<file path="src/rtl/pe_route_pkg.sv">
// Shared PE routing definitions: destination count and the select-to-destination decode.
// The operand select mux and the token distributor both use this decode.
package pe_route_pkg;

   localparam int unsigned NUM_DEST = 12;
   localparam int unsigned SEL_W    = 4;

   // Selects 0-7 index the packed bus; 8-10 map directly; 11-15 all land on 11.
   function automatic logic [SEL_W-1:0] sel_to_dest(input logic [SEL_W-1:0] sel);
      logic [SEL_W-1:0] dest;
      if (!sel[3]) begin
         dest = {1'b0, sel[2:0]};
      end else if (sel <= 4'd10) begin
         dest = sel;
      end else begin
         dest = 4'd11;
      end
      return dest;
   endfunction

endpackage

</file>
<file path="src/rtl/demux12_slot.sv">
// One-entry token register for a single destination.
// A write in the same cycle as a drain replaces the held token without a bubble.
module demux12_slot #(
   parameter int unsigned DATA_SIZE = 8
) (
   input  logic                 clk,
   input  logic                 rst_n,
   input  logic                 wr_en,
   input  logic [DATA_SIZE-1:0] wr_data,
   input  logic                 rd_ready,
   output logic                 full,
   output logic [DATA_SIZE-1:0] data
);

   logic                 full_q;
   logic [DATA_SIZE-1:0] data_q;

   // Data is held (not cleared) on drain; only full drops.
   always_ff @(posedge clk or negedge rst_n) begin
      if (!rst_n) begin
         full_q <= 1'b0;
         data_q <= '0;
      end else if (wr_en) begin
         full_q <= 1'b1;
         data_q <= wr_data;
      end else if (full_q && rd_ready) begin
         full_q <= 1'b0;
      end
   end

   assign full = full_q;
   assign data = data_q;

endmodule

</file>
<file path="src/rtl/demux12_buf.sv">
// Buffered 1-to-12 token distributor: decodes the select, gates acceptance on the
// chosen slot only (head-of-line blocking is intended) and packs the slot outputs.
module demux12_buf
   import pe_route_pkg::*;
#(
   parameter int unsigned DATA_SIZE = 8
) (
   input  logic                          clk,
   input  logic                          rst_n,
   input  logic [DATA_SIZE-1:0]          in_data,
   input  logic [SEL_W-1:0]              in_sel,
   input  logic                          in_valid,
   output logic                          in_ready,
   output logic [7:0][DATA_SIZE-1:0]     out0_7,
   output logic [DATA_SIZE-1:0]          out8,
   output logic [DATA_SIZE-1:0]          out9,
   output logic [DATA_SIZE-1:0]          out10,
   output logic [DATA_SIZE-1:0]          out11,
   output logic [NUM_DEST-1:0]           out_valid,
   input  logic [NUM_DEST-1:0]           out_ready
);

   logic [SEL_W-1:0]     dest;
   logic [NUM_DEST-1:0]  wr_en;
   logic [NUM_DEST-1:0]  full;
   logic [DATA_SIZE-1:0] slot_data [NUM_DEST];

   assign dest     = sel_to_dest(in_sel);
   assign in_ready = !full[dest] || out_ready[dest];

   always_comb begin
      wr_en = '0;
      if (in_valid && in_ready) begin
         wr_en[dest] = 1'b1;
      end
   end

   for (genvar i = 0; i < NUM_DEST; i++) begin : g_slot
      demux12_slot #(
         .DATA_SIZE (DATA_SIZE)
      ) u_slot (
         .clk      (clk),
         .rst_n    (rst_n),
         .wr_en    (wr_en[i]),
         .wr_data  (in_data),
         .rd_ready (out_ready[i]),
         .full     (full[i]),
         .data     (slot_data[i])
      );
   end

   for (genvar i = 0; i < 8; i++) begin : g_pack
      assign out0_7[i] = slot_data[i];
   end

   assign out8      = slot_data[8];
   assign out9      = slot_data[9];
   assign out10     = slot_data[10];
   assign out11     = slot_data[11];
   assign out_valid = full;

endmodule

</file>
<file path="config.mk">
export PLATFORM = sky130hd
export DESIGN_NAME = demux12_buf
export DESIGN_NICKNAME = d
export VERILOG_FILES = /design/src/rtl/pe_route_pkg.sv /design/src/rtl/demux12_slot.sv /design/src/rtl/demux12_buf.sv
export SDC_FILE = /design/constraint.sdc
export NUM_CORES = 1
export LEC_CHECK = 0
export CAP_MARGIN = 15
export CORE_ASPECT_RATIO = 1.5
export CORE_MARGIN = 8
export CORE_UTILIZATION = 43
export DETAILED_ROUTE_END_ITERATION = 8
export PLACE_DENSITY = 0.81
export SETUP_SLACK_MARGIN = 0.2
export SLEW_MARGIN = 20
export SYNTH_ARGS = -nofsm -noshare
export SYNTH_HDL_FRONTEND = slang
export SYNTH_SLANG_ARGS = --single-unit
</file>
<file path="constraint.sdc">
create_clock -name clk -period 2.16 [get_ports clk]
set_input_delay 0.324 -clock clk [delete_from_list [all_inputs] [get_ports clk]]
set_output_delay 0.324 -clock clk [all_outputs]
set_load 0.02 [all_outputs]
</file>
==> impl_metrics.yaml <==
final_layout:
  finish.net_count: 528
  syn_to_final_growth_pct: 60.0
  fill_cells: 722
  drive_above_1_share_pct: 41.9
grt:
  gr-total-overflow: 0
  grt_start_max_net_pins: 109
  grt_usage_pct: 20.5
  use_met2_pct: 35.6
  antenna_found_initial: 1
  grt_pass1_wl_mm: 22.0
  grtUsageMet1_pct: 22.0
  top_usage_layer: "met2"
  global_route.usage.met3_pct: 4.46
  grt_pass1_vias: 3776
timing:
  hold_violations: 0
  slew_headroom_pct: 53.5
  finalSetupTns_ns: -22.57
  rsz0062_at_grt: "true"
  worst_slack_ns: -0.253
  slew_violations: 0
  finalSetupViolations: 106
  fin_worst_skew_ns: 0.00833
  fmax_ghz: 0.414
  tightestPinTransition_ns: 0.696
  fin_crit_ns: 2.41
  final.period_utilization_pct: 112
synthesis:
  yosysSeqAreaShare_pct: 59.0
  syn_nets: 338
  synth_area_mm2: 0.00458
  yosysWarnings: 0
  postSynthCellCount: 311
  ys_types: 35
  synth_edf_count: 0
  async_flop_share_pct: 100
  syn_avg_cell_area_um2: 14.7
  synth_seq_cells: 108
  dominantRegCellSynth: "dfrtp_1"
floorplan:
  io_pins: 136
  die_x_um: 100
  core-area_mm2: 0.0105
  die_h_um: 142
  num_rows: 46
  initial_utilization_pct: 43.8
  design.die.area_mm2: 0.0143
worst_setup_path:
  r2r_setup_slack_ns: -0.25
  crit_type: "reg2reg"
  critPathArrivalTime_ns: 2.64
  worst_ep_required_time_ns: 2.39
  start_kind: "register"
  cp-end-kind: "register"
  cp_max_fo: 8
job:
  drv_cap: 0
place:
  post-dp-hpwl_mm: 9.63
  io_buffer_count: 135
  gp_congestion: 0.963
clocking:
  cts_buffers: 9
  cts_buffer_depth: 2
  htree_levels: 3
  cts-root-buf: "clkbuf_16"
  clock-sinks: 108
  cts_tree: "built"
  clk_pin_slew_worst_paths_ns: 0.07
  cts_hold_buf: 0
  clk_latency_ns: 0.34
route:
  firstDrtPassIters: 4
  drc: 0
  wl_per_cell_um: 22.4
  via_count: 3367
  wl_mm: 14.5
  ant_nets: 0
  via_per_inst: 5.19
  drt_iter0_markers: 119
pwr:
  power.leakage_nw: 3.20
  power_frac_seq_pct: 39.6
  powerDensity_mw_per_mm2: 960
  finalPower_mw: 7.04
  power.clock.fraction_pct: 22.2
  switching_share_pct: 31.8
  internal-power_mw: 4.80
  switchingPower_mw: 2.24
  peakVddDrop_uv: 671
  combPwrFrac_pct: 38.2
min_path:
  hp-class: "in2async"
status:
  status: "complete, but fails checks"
  violations: "negative setup slack"
==> critical path: stages, from the launching register on <==
cell	delay (ns)
dfrtp_1	0.40
mux4_2	0.47
a22o_1	0.20
o311a_1	0.38
buf_6	0.15
buf_12	0.14
nor2_4	0.10
buf_12	0.15
mux2_4	0.31
==> placed cells by master, fill, tap and decap left out, types with 6 or more instances in the layout <==
cell             netlist  layout
buf_12                 0      11
buf_6                  3      12
nor2_4                 0       6
mux2_4                 6      70
o22ai_2                0       7
clkdlybuf4s50_1        0     128
nand4_4                4       7
dfrtp_1              108     108
mux2_2                91      27
buf_4                 13      46
inv_1                 13      13
clkbuf_16              0      10
==> state kept, by name (all words and copies together), names as in the netlist <==
| register | flops |
|---|---|
| g_slot.u_slot.data | 96 |
| g_slot.u_slot.full | 12 |
==> through the flow <==
| stage | area, µm² | util (%) | cells | setup WS, ns | hold WS [ns] |
|---|---|---|---|---|---|
| final | 7330 | 70.0 | 649 | -0.253 | 0.0234 |
| after global placement | 6530 | 62.4 | 612 | -0.825 | 0.433 |
| after CTS | 7130 | 68.1 | 641 | -0.235 | 0.0738 |
| after floorplan | 4820 | - | 311 | -0.134 | 0.0284 |
| after global routing | 7330 | 70.0 | 649 | -0.302 | 0.0872 |
| after detailed placement | 6530 | 62.4 | 612 | -0.839 | 0.442 |
==> routing by layer <==
metal  up-vias  wire length, µm
met5         -                0
met2       129             7670
met3        36              655
li1       1486                -
met4         0              646
met1      1716             5560
==> final timing paths <==
path,start,to,cells past startpoint
max in group asynchronous,rst_n,g_slot[6].u_slot.data[7]$_DFFE_PN0P_,2
hold reg to reg,g_slot[10].u_slot.data[5]$_DFFE_PN0P_,g_slot[10].u_slot.data[5]$_DFFE_PN0P_,1
hold / removal,rst_n,g_slot[4].u_slot.data[5]$_DFFE_PN0P_,2
setup / recovery,g_slot[2].u_slot.full$_DFFE_PN0P_,g_slot[2].u_slot.data[7]$_DFFE_PN0P_,8
setup reg to reg,g_slot[2].u_slot.full$_DFFE_PN0P_,g_slot[2].u_slot.data[7]$_DFFE_PN0P_,8
min in group clk,g_slot[10].u_slot.data[5]$_DFFE_PN0P_,g_slot[10].u_slot.data[5]$_DFFE_PN0P_,1
==> layout make-up <==
class	instances	area, µm²	area share, %
inverters	14	60.1	0.819
multi-input cells	164	2040	27.8
well taps	144	180	2.46
clock inverters	3	23.8	0.324
repair buffers	204	2070	28.2
clock buffers	11	253	3.45
flip-flops and latches	108	2700	36.9
diodes	1	2.50	0.0341
==> cells by family after synthesis <==
group                  share of synthesized area (%)
buffers and inverters                           5.32
muxes                                           25.3
DFF                                             59.0
and+or+nand+nor                                 6.06
AOI/OAI and AO/OA                               4.40
==> power groups by stage <==
stage | combinational (mW) | sequential [mW] | clock, mW
floorplan | 0.712 | 3.35 | 0
global placement | 2.54 | 2.80 | 0
detailed placement | 2.59 | 2.81 | 0
CTS | 2.67 | 2.79 | 1.58
global route | 2.80 | 2.84 | 1.67
finish | 2.69 | 2.79 | 1.56
==> what timing repair did <==
item | in CTS | in global routing
endpoints found under the setup margin | 109 | 109
buffers inserted | 13 | 5
gates resized for setup | 37 | 25
cloned | 2 | 2
pin swaps | 11 | 17
==> synthesized netlist by cell type, types with 2 or more instances <==
cell type  count  area (µm²)
buf_4         13        97.6
buf_6          3        33.8
mux2_2        91        1020
nor2_1         2        7.51
o21ai_0        5        25.0
mux2i_1        2        20.0
nand4_4        4        85.1
buf_2          3        15.0
a32oi_1        3        26.3
a22o_1         2        17.5
nor2_2         6        37.5
nor2b_1        2        12.5
nor2_8         2        40.0
clkbuf_1       8        30.0
nand2_1        5        18.8
nand3_1        5        25.0
inv_1         13        48.8
nand4_1        5        31.3
mux2_4         6        90.1
o22ai_1        9        56.3
dfrtp_1      108        2700
Power figures use the tool's default switching activity.
